==> src/rtl/axi_lite_slave.sv <==
// rtl/axi_lite_slave.sv - AXI4-Lite register bank responder with independent write and read FSMs
module axi_lite_slave #(
    parameter int ADDR_WIDTH = 32,
    parameter int DATA_WIDTH = 32,
    parameter int NUM_REGS   = 16
) (
    input  logic                      clk,
    input  logic                      rst,
    input  logic [ADDR_WIDTH-1:0]     awaddr,
    input  logic                      awvalid,
    output logic                      awready,
    input  logic [DATA_WIDTH-1:0]     wdata,
    input  logic [DATA_WIDTH/8-1:0]   wstrb,
    input  logic                      wvalid,
    output logic                      wready,
    output logic [1:0]                bresp,
    output logic                      bvalid,
    input  logic                      bready,
    input  logic [ADDR_WIDTH-1:0]     araddr,
    input  logic                      arvalid,
    output logic                      arready,
    output logic [DATA_WIDTH-1:0]     rdata,
    output logic [1:0]                rresp,
    output logic                      rvalid,
    input  logic                      rready
);

    localparam int STRB_W = DATA_WIDTH / 8;
    localparam int IDX_W  = (NUM_REGS > 1) ? $clog2(NUM_REGS) : 1;

    localparam logic [1:0] RESP_OKAY   = 2'b00;
    localparam logic [1:0] RESP_SLVERR = 2'b10;

    typedef enum logic [1:0] {W_IDLE, W_HAVE_A, W_HAVE_D, W_RESP} wstate_t;
    typedef enum logic {R_IDLE, R_DATA} rstate_t;

    wstate_t                 wstate;
    rstate_t                 rstate;
    logic [DATA_WIDTH-1:0]   regs [NUM_REGS];

    logic [ADDR_WIDTH-1:0]   aw_addr_q;
    logic [DATA_WIDTH-1:0]   w_data_q;
    logic [STRB_W-1:0]       w_strb_q;

    logic                    aw_hs;
    logic                    w_hs;
    logic                    ar_hs;

    logic                    commit;
    logic [ADDR_WIDTH-1:0]   c_addr;
    logic [DATA_WIDTH-1:0]   c_data;
    logic [STRB_W-1:0]       c_strb;

    assign aw_hs = awvalid & awready;
    assign w_hs  = wvalid & wready;
    assign ar_hs = arvalid & arready;

    // Word address beyond the bank means SLVERR; low two address bits are ignored.
    function automatic logic in_range(input logic [ADDR_WIDTH-1:0] a);
        return (a >> 2) < ADDR_WIDTH'(NUM_REGS);
    endfunction

    function automatic logic [IDX_W-1:0] reg_index(input logic [ADDR_WIDTH-1:0] a);
        return a[2 +: IDX_W];
    endfunction

    // Pick the write payload at the edge completing the second handshake (live or latched halves).
    always_comb begin
        commit = 1'b0;
        c_addr = aw_addr_q;
        c_data = w_data_q;
        c_strb = w_strb_q;
        case (wstate)
            W_IDLE: begin
                if (aw_hs && w_hs) begin
                    commit = 1'b1;
                    c_addr = awaddr;
                    c_data = wdata;
                    c_strb = wstrb;
                end
            end
            W_HAVE_A: begin
                if (w_hs) begin
                    commit = 1'b1;
                    c_data = wdata;
                    c_strb = wstrb;
                end
            end
            W_HAVE_D: begin
                if (aw_hs) begin
                    commit = 1'b1;
                    c_addr = awaddr;
                end
            end
            default: ;
        endcase
    end

    // Write channel FSM; readys come up on the first edge after reset release.
    always_ff @(posedge clk or negedge rst) begin
        if (!rst) begin
            wstate    <= W_IDLE;
            awready   <= 1'b0;
            wready    <= 1'b0;
            bvalid    <= 1'b0;
            bresp     <= RESP_OKAY;
            aw_addr_q <= '0;
            w_data_q  <= '0;
            w_strb_q  <= '0;
        end else if (commit) begin
            wstate  <= W_RESP;
            awready <= 1'b0;
            wready  <= 1'b0;
            bvalid  <= 1'b1;
            bresp   <= in_range(c_addr) ? RESP_OKAY : RESP_SLVERR;
        end else begin
            case (wstate)
                W_IDLE: begin
                    if (aw_hs) begin
                        aw_addr_q <= awaddr;
                        wstate    <= W_HAVE_A;
                        awready   <= 1'b0;
                        wready    <= 1'b1;
                    end else if (w_hs) begin
                        w_data_q <= wdata;
                        w_strb_q <= wstrb;
                        wstate   <= W_HAVE_D;
                        awready  <= 1'b1;
                        wready   <= 1'b0;
                    end else begin
                        awready <= 1'b1;
                        wready  <= 1'b1;
                    end
                end
                W_HAVE_A: ;
                W_HAVE_D: ;
                W_RESP: begin
                    if (bready) begin
                        wstate  <= W_IDLE;
                        bvalid  <= 1'b0;
                        awready <= 1'b1;
                        wready  <= 1'b1;
                    end
                end
                default: wstate <= W_IDLE;
            endcase
        end
    end

    // Register bank: byte-masked update on an in-range commit.
    always_ff @(posedge clk or negedge rst) begin
        if (!rst) begin
            for (int r = 0; r < NUM_REGS; r++) begin
                regs[r] <= '0;
            end
        end else if (commit && in_range(c_addr)) begin
            for (int i = 0; i < STRB_W; i++) begin
                if (c_strb[i]) begin
                    regs[reg_index(c_addr)][8*i +: 8] <= c_data[8*i +: 8];
                end
            end
        end
    end

    // Read channel FSM; data is captured from the bank at the AR edge (pre-write value).
    always_ff @(posedge clk or negedge rst) begin
        if (!rst) begin
            rstate  <= R_IDLE;
            arready <= 1'b0;
            rvalid  <= 1'b0;
            rdata   <= '0;
            rresp   <= RESP_OKAY;
        end else begin
            case (rstate)
                R_IDLE: begin
                    if (ar_hs) begin
                        rstate  <= R_DATA;
                        arready <= 1'b0;
                        rvalid  <= 1'b1;
                        if (in_range(araddr)) begin
                            rdata <= regs[reg_index(araddr)];
                            rresp <= RESP_OKAY;
                        end else begin
                            rdata <= '0;
                            rresp <= RESP_SLVERR;
                        end
                    end else begin
                        arready <= 1'b1;
                    end
                end
                R_DATA: begin
                    if (rready) begin
                        rstate  <= R_IDLE;
                        rvalid  <= 1'b0;
                        arready <= 1'b1;
                    end
                end
                default: rstate <= R_IDLE;
            endcase
        end
    end

endmodule

==> config.mk <==
export PLATFORM = sky130hd
export DESIGN_NAME = axi_lite_slave
export DESIGN_NICKNAME = d
export VERILOG_FILES = /design/src/rtl/axi_lite_slave.sv
export SDC_FILE = /design/constraint.sdc
export NUM_CORES = 1
export LEC_CHECK = 0
export CORE_ASPECT_RATIO = 0.9
export CORE_MARGIN = 4
export CORE_UTILIZATION = 31
export DETAILED_ROUTE_END_ITERATION = 16
export GPL_TIMING_DRIVEN = 0
export PLACE_DENSITY_LB_ADDON = 0.05
export SYNTH_ARGS = -nofsm -noshare
export SYNTH_HDL_FRONTEND = slang
export SYNTH_SLANG_ARGS = --single-unit
==> constraint.sdc <==
create_clock -name clk -period 3.24 [get_ports clk]
set_clock_uncertainty 0.2 [all_clocks]
set_input_delay 0.648 -clock clk [delete_from_list [all_inputs] [get_ports clk]]
set_output_delay 0.648 -clock clk [all_outputs]
set_load 0.01 [all_outputs]
==> results.yml, run 1 <==
sta:
  setup_viol: 0
  fmax_mhz: 316.5
  finalMaxSlewViolations: 0
  tightest_slew_ps: 1254
  slew_headroom_pct: 16.40
  finalHoldViolations: 0
  fin_ws_ps: 80.69
  min_period_ps: 3159
  setup_tns_ps: 0
  finalCritPeriodShare_pct: 97.51
synthesis:
  netlist_area_mm2: 0.02980
  synth_cell_types: 41
  synth_top_area_share_pct: 52.06
  syn_avg_cell_area_um2: 15.86
  synth.area.top_cells: "dfrtp_1 52%, mux2_2 19%, mux4_2 12%, mux2_4 5.2%, nor4_4 4.6%"
  yosysWarnings: 0
  synth_edf_count: 0
  synth_seq_area_share_pct: 52.06
  yosysMostFrequentCell: "dfrtp_1"
  ys_ff_latch: 620
  synth_ff_type: "dfrtp_1"
  synthCells: 1879
  synth_top_area_cell: "dfrtp_1"
  synth_common_cells: "620 x dfrtp_1, 505 x mux2_2, 160 x mux4_2"
  synthArstFlopShare_pct: 100.0
clock_tree:
  cts_root_buffer: "clkbuf_16"
  numCtsBuffers: 75
  cts_buffer_depth: 3
  cts_tree: "built"
  cts.sinks: 620
  htreeDepth: 3
  clock_latency_ps: 620
  clkSlewWorstSetupHoldPaths_ps: 50
setup_path:
  start_kind: "input port"
  end_kind: "flip-flop"
  r2r_cells: 9
  cpMostUsedCell: "nor4_4"
  cp_cell_sequence: "clkdlybuf4s50_1 -> nor4_4 -> nand4_1 -> nor2_1 -> a2111oi_1 -> clkdlybuf4s18_2 -> buf_4 -> buf_6 -> nor4_4 -> buf_8 -> mux2_4"
  slowest_stage: "clkdlybuf4s50_1"
  path_class: "in2reg"
  crit_cells: 11
  arrival_ps: 3460
  timing.rr.end: "regs[331]"
  cp-endpoint: "regs[84]"
  critPathLaunch: "awaddr[20]"
  slowest_delay_ps: 480
  r2r_start: "wstate[0]"
  critical_path_buf_inv_count: 5
  path_max_fanout: 10
  r2r_setup_slack_ps: 120
  required_ps: 3540
  cp_top_family: "buffers and inverters"
grt:
  antenna_found_initial: 3
  grt_pass1_vias: 19440
  grt_max_degree: 113
  grt_pass1_wl_mm: 133.4
  grt_usage_pct: 17.89
  grt.overflow.total: 0
final_layout:
  regArea_mm2: 0.01552
  fin_nets: 2307
  final_core_util_pct: 39.41
  drive_gt1_share_pct: 50.09
  multi_input_area_mm2: 0.01398
  num-fill-cells: 8831
  areaGrowthSynthToFinish_pct: 25.71
drt:
  ant_nets: 0
  viasPerCell: 5.058
  vias: 17760
  wl_per_cell_um: 25.40
  drtPass1Iterations: 4
  initialDrtViolationCount: 825
  drc_errors: 0
  routed_wl_mm: 89.22
placed_design:
  routabilityCongestion: 0.7785
  dp_slack_ps: -1961
  place_hpwl_mm: 59.77
  port-buffer-count: 138
floorplanning:
  die_width_um: 334.8
  rows: 107
  start_util_pct: 31.35
  core_area_mm2: 0.09505
  dieArea_mm2: 0.1012
  io_pins: 148
  die_h_um: 302.2
pwr:
  p_seq_share_pct: 38.0
  sw_frac_of_total_pct: 32.30
  internal-power_w: 0.01530
  leakagePower_nw: 16.28
  switchingPower_w: 0.007303
  peakVddDrop_v: 0.0004384
  power.share.combinational_pct: 23.6
  clkPwrFrac_pct: 38.4
  pwr_density_cell_mw_per_mm2: 603.4
min_path:
  hp-class: "reg2reg"
run:
  drv_cap: 0
outcome:
  outcome: "completed"
==> flip-flops by register name, summed over array words and instances, names as in the netlist <==
signal and count:
wstate 2, rresp 1, w_strb_q 4, rvalid 1, w_data_q 32, wready 1, bresp 1, arready 1
aw_addr_q 30, regs 512, awready 1, rdata 32, rstate 1, bvalid 1
==> power by group through the flow <==
stage | combinational (W) | sequential (W) | clock (W)
after floorplan | 0.00322 | 0.00863 | 0
after global placement | 0.00481 | 0.00872 | 0
after detailed placement | 0.00495 | 0.00870 | 0
after CTS | 0.00521 | 0.00858 | 0.00898
after global routing | 0.00577 | 0.00866 | 0.00931
final | 0.00534 | 0.00860 | 0.00867
==> worst min path at each step <==
stage,cells past startpoint,slack (ps),from,to
2_1_floorplan,0,150,rst,arready
3_3_place_gp,1,270,regs[443],regs[443]
3_5_place_dp,1,270,regs[443],regs[443]
4_1_cts,1,280,regs[443],regs[443]
5_1_grt,1,300,regs[443],regs[443]
6_report,2,280,rvalid,rvalid
==> metal layers <==
| layer | wire (um) | vias to the layer above | GRT usage, % |
|---|---|---|---|
| li1 | - | 7745 | - |
| met1 | 41760 | 9545 | 25.19 |
| met2 | 41600 | 333 | 28.58 |
| met3 | 3317 | 139 | 2.953 |
| met4 | 2536 | 0 | 5.309 |
| met5 | 0 | - | 0 |
==> what timing repair did <==
action,in CTS,in global routing
setup endpoints to repair,575,522
pin swaps,69,28
hold buffers,1,0
endpoints found under the hold margin,67,0
resized for setup,82,54
setup buffers,86,7
==> worst register-to-register path, stage by stage, from the launching register on <==
cell and delay, ps:
dfrtp_1 410, nand3b_4 180, buf_4 180, clkbuf_1 220, or4_1 610, o31ai_4 140
nand2_1 170, nor4_4 350, buf_6 200, mux2_2 350
==> logic make-up (layout without fill, tap and decap cells) <==
group	count (synthesis)	in the layout	synth area share (%)
buf+inv	155	533	2.183
other cells	1	3	0.01258
flops	620	620	52.06
compound gates	76	76	1.612
simple gates	253	253	7.536
mux	774	774	36.60
==> through the flow <==
step	instance area, um^2	cells	power (W)	hold slack (ps)
2_1_floorplan	29810	1880	0.01185	152.4
3_3_place_gp	32760	3271	0.01353	265.4
3_5_place_dp	33000	3282	0.01365	270.7
4_1_cts	37210	3504	0.02278	284.0
5_1_grt	37460	3511	0.02374	299.0
6_report	37460	3512	0.02261	284.5
==> cells in the final DEF, fill, tap and decap left out, types with 53 or more instances in the layout <==
| master | instances |
|---|---|
| dfrtp_1 | 619 |
| mux2_2 | 505 |
| mux4_2 | 160 |
| clkdlybuf4s50_1 | 134 |
| nand2_1 | 116 |
| mux2_4 | 104 |
| clkbuf_1 | 83 |
| clkbuf_16 | 79 |
| nor4_4 | 69 |
| buf_12 | 53 |
==> final cells by class <==
class,count,area share [%]
antenna,1,0.006679
clock buffer,117,6.112
buffer,117,1.820
multi-input combinational,1105,37.33
sequential,620,41.42
tap,1253,4.185
timing repair buffer,243,8.095
inverter,38,0.3807
clock inverter,18,0.6579
Note: power is estimated with default switching activity, not from simulation.
==> inputs of run 2 (changes only) <==
ABC_CLOCK_PERIOD_IN_PS = 3240   (was not set)
==> results of run 2 <==
Final layout, timing and power as in run 1 (identical DEF).
==> inputs of run 3 (changes only) <==
ABC_AREA = 1   (was not set)
SETUP_SLACK_MARGIN = 0.5   (was not set)
==> run 3 against run 2 <==
Wire length increased by 78%. Largest cell class is now multi-input gates. Sequential power decreased by 2.7%. Critical path depth increased by 5. Critical path type is now reg2reg. Global-route usage increased by 9.3 points. Via count increased by 84%. Area after synthesis increased by 11%. Sequential cell count unchanged.
==> results.yml, run 3 <==
synthesis:
  syn_avg_cell_area_um2: 7.950
  yosysWarnings: 0
  synthArstFlopShare_pct: 100.0
  synth_top_area_cell: "dfrtp_1"
  synth_cell_types: 43
  synthCells: 4178
  synth_top_area_share_pct: 46.71
  synthAdderAreaFrac_pct: 0
  synth.area.top_cells: "dfrtp_1 47%, nand2_1 20%, nand4_1 9.7%, a21oi_1 3.6%, nand4_4 3.3%"
  synth-xor-area-share_pct: 0
  ys_ff_latch: 620
  synth_edf_count: 0
  synth_ff_type: "dfrtp_1"
  synth_seq_area_share_pct: 46.71
  netlist_area_mm2: 0.03321
  synth_common_cells: "1763 x nand2_1, 620 x dfrtp_1, 515 x nand4_1"
  synth-simple-area-share_pct: 36.43
  synth_top_family_by_area: "simple AND/OR/NAND/NOR gates"
  synth_compound_area_share_pct: 10.69
  synth_mux_area_share_pct: 0
  yosysMostFrequentCell: "nand2_1"
placed_design:
  routabilityCongestion: 0.9084
  place_hpwl_mm: 115.9
  dp_slack_ps: -1426
  postPlaceCellArea_mm2: 0.03649
  port-buffer-count: 137
final_layout:
  mostFrequentLayoutCells: "1673 x nand2_1, 619 x dfrtp_1, 515 x nand4_1"
  final_core_util_pct: 40.61
  largest_register: "regs"
  largest_reg_flops: 512
  fin_nets: 4669
  design_area_mm2: 0.04300
  num-fill-cells: 10900
  drive_gt1_share_pct: 17.46
  top_regs: "regs x512, rdata x32, w_data_q x32"
  areaGrowthSynthToFinish_pct: 29.47
  layout_commonest_cell: "nand2_1"
floorplanning:
  io_pins: 148
  die_width_um: 353.0
  dieArea_mm2: 0.1125
  die_h_um: 318.5
  rows: 113
  core_area_mm2: 0.1059
  start_util_pct: 31.36
pwr:
  leakagePower_nw: 20.86
  pwr_density_cell_mw_per_mm2: 765.7
  peakVddDrop_v: 0.0004841
  power_w: 0.03292
setup_path:
  path_class: "reg2reg"
  arrival_ps: 3300
  required_ps: 3630
  cp_cell_sequence: "buf_6 -> nand2_8 -> buf_6 -> nor2_4 -> buf_4 -> nand2_8 -> inv_2 -> nand2_1 -> nand3_4 -> inv_4 -> nand2_4 -> nor2_4 -> buf_12 -> buf_4 -> nand4_1 -> nand2_1"
  critical_path_buf_inv_count: 7
  end_kind: "flip-flop"
  path_max_fanout: 10
  slowest_stage: "dfrtp_1"
  cp_top_family: "simple AND/OR/NAND/NOR gates"
  slowest_delay_ps: 390
  start_kind: "flip-flop"
sta:
  slew_headroom_pct: 26.03
  whs_ps: 179.1
  finalCritPeriodShare_pct: 89.78
  rsz0062_at_grt: "yes"
  tightest_slew_ps: 1110
  finalHoldViolations: 0
  fin_ws_ps: 331.2
  fmax_mhz: 343.8
  finalMaxSlewViolations: 0
  min_period_ps: 2909
  setup_viol: 0
clock_tree:
  cts_buffer_depth: 3
  clock_latency_ps: 660
  clkSlewWorstSetupHoldPaths_ps: 60
  numCtsBuffers: 77
  cts_root_buffer: "clkbuf_16"
  cts.sinks: 620
  htreeDepth: 3
  cts_tree: "built"
grt:
  met1_usage_pct: 39.25
  grt_pass1_wl_mm: 226.6
  grt.overflow.total: 0
  met2_usage_pct: 42.63
  antenna_found_initial: 2
  grt_usage_pct: 27.23
  grt_max_degree: 103
  grt_pass1_vias: 31390
  grt_busiest_layer: "met2"
  use_met3_pct: 4.077
drt:
  ant_nets: 0
  drc_errors: 0
  vias: 32600
  viasPerCell: 5.430
  drtPass1Iterations: 5
  routed_wl_mm: 159.1
  initialDrtViolationCount: 3172
  wl_per_cell_um: 26.51
run:
  drv_cap: 0
min_path:
  hp-class: "in2reg"
outcome:
  outcome: "completed"
## run 3: cell count changes after synthesis, moves of 78 or more
cell      previous run  this run
mux2_2             505         0
mux2_4             104         0
nand4_1             11       515
o21ai_0             36       114
buf_2               16       123
mux4_2             160         0
nand2_1            116      1763
clkbuf_1            79       190
a21oi_1              5       240
## run 3: cell families after synthesis
logic type / Yosys count
other cells: 1
compound gates: 571
simple gates: 2519
buf+inv: 467
flops: 620
## run 3: metal layers
layer / vias to the layer above / share of wire [%]
met5: - / 0
met4: 0 / 3.5
li1: 15210 / -
met1: 16110 / 46
met3: 213 / 6.1
met2: 1068 / 45
## run 3: repair_timing
action	4_1_cts	5_1_grt
pin swaps	48	68
gates resized for setup	429	258
hold endpoints to repair	93	0
setup endpoints to repair	547	624
buffers inserted	104	28
gates cloned	10	18
hold buffers	1	0
## run 3: worst min-delay path, delay by kind of cell
family	cells	cell delay, ps
AND/OR/NAND/NOR	1	110
AO/OA/AOI/OAI	1	80
buffers and inverters	1	160
## run 3: report_power, final
group | internal [W] | switching (W) | leakage, nW
Sequential | 0.00815 | 0.000223 | 8.55
Combinational | 0.00447 | 0.0112 | 11.1
Clock | 0.00514 | 0.00376 | 1.23
Total | 0.0178 | 0.0152 | 20.9
## run 3: stage by stage
| stage | TNS (ps) | cells |
|---|---|---|
| floorplan | 0 | 4179 |
| global placement | - | 5696 |
| detailed placement | -594700 | 5702 |
| CTS | 0 | 5955 |
| global route | 0 | 6003 |
| finish | 0 | 6004 |
## run 3: layout make-up
type | count | area [um^2] | share of cell area (%)
timing repair buffer | 303 | 3567 | 8.295
clock inverter | 19 | 203.9 | 0.4743
antenna | 3 | 7.507 | 0.01746
timing repair inverter | 1 | 16.27 | 0.03782
clock buffer | 119 | 2308 | 5.368
multi-input combinational | 3092 | 16410 | 38.15
sequential | 620 | 15520 | 36.08
inverter | 104 | 424.2 | 0.9864
tap | 1380 | 1727 | 4.015
buffer | 363 | 2826 | 6.573
## run 3: worst paths after layout
kind,from,cells after the start,slack [ps],end
max reg2reg,awready,16,330,regs[159]
min reg2reg,rstate,1,250,rvalid
min in group asynchronous,rst,2,380,regs[292]
max,awready,16,330,regs[159]
min,awvalid,3,180,aw_addr_q[15]
max in group asynchronous,rst,5,770,w_data_q[17]
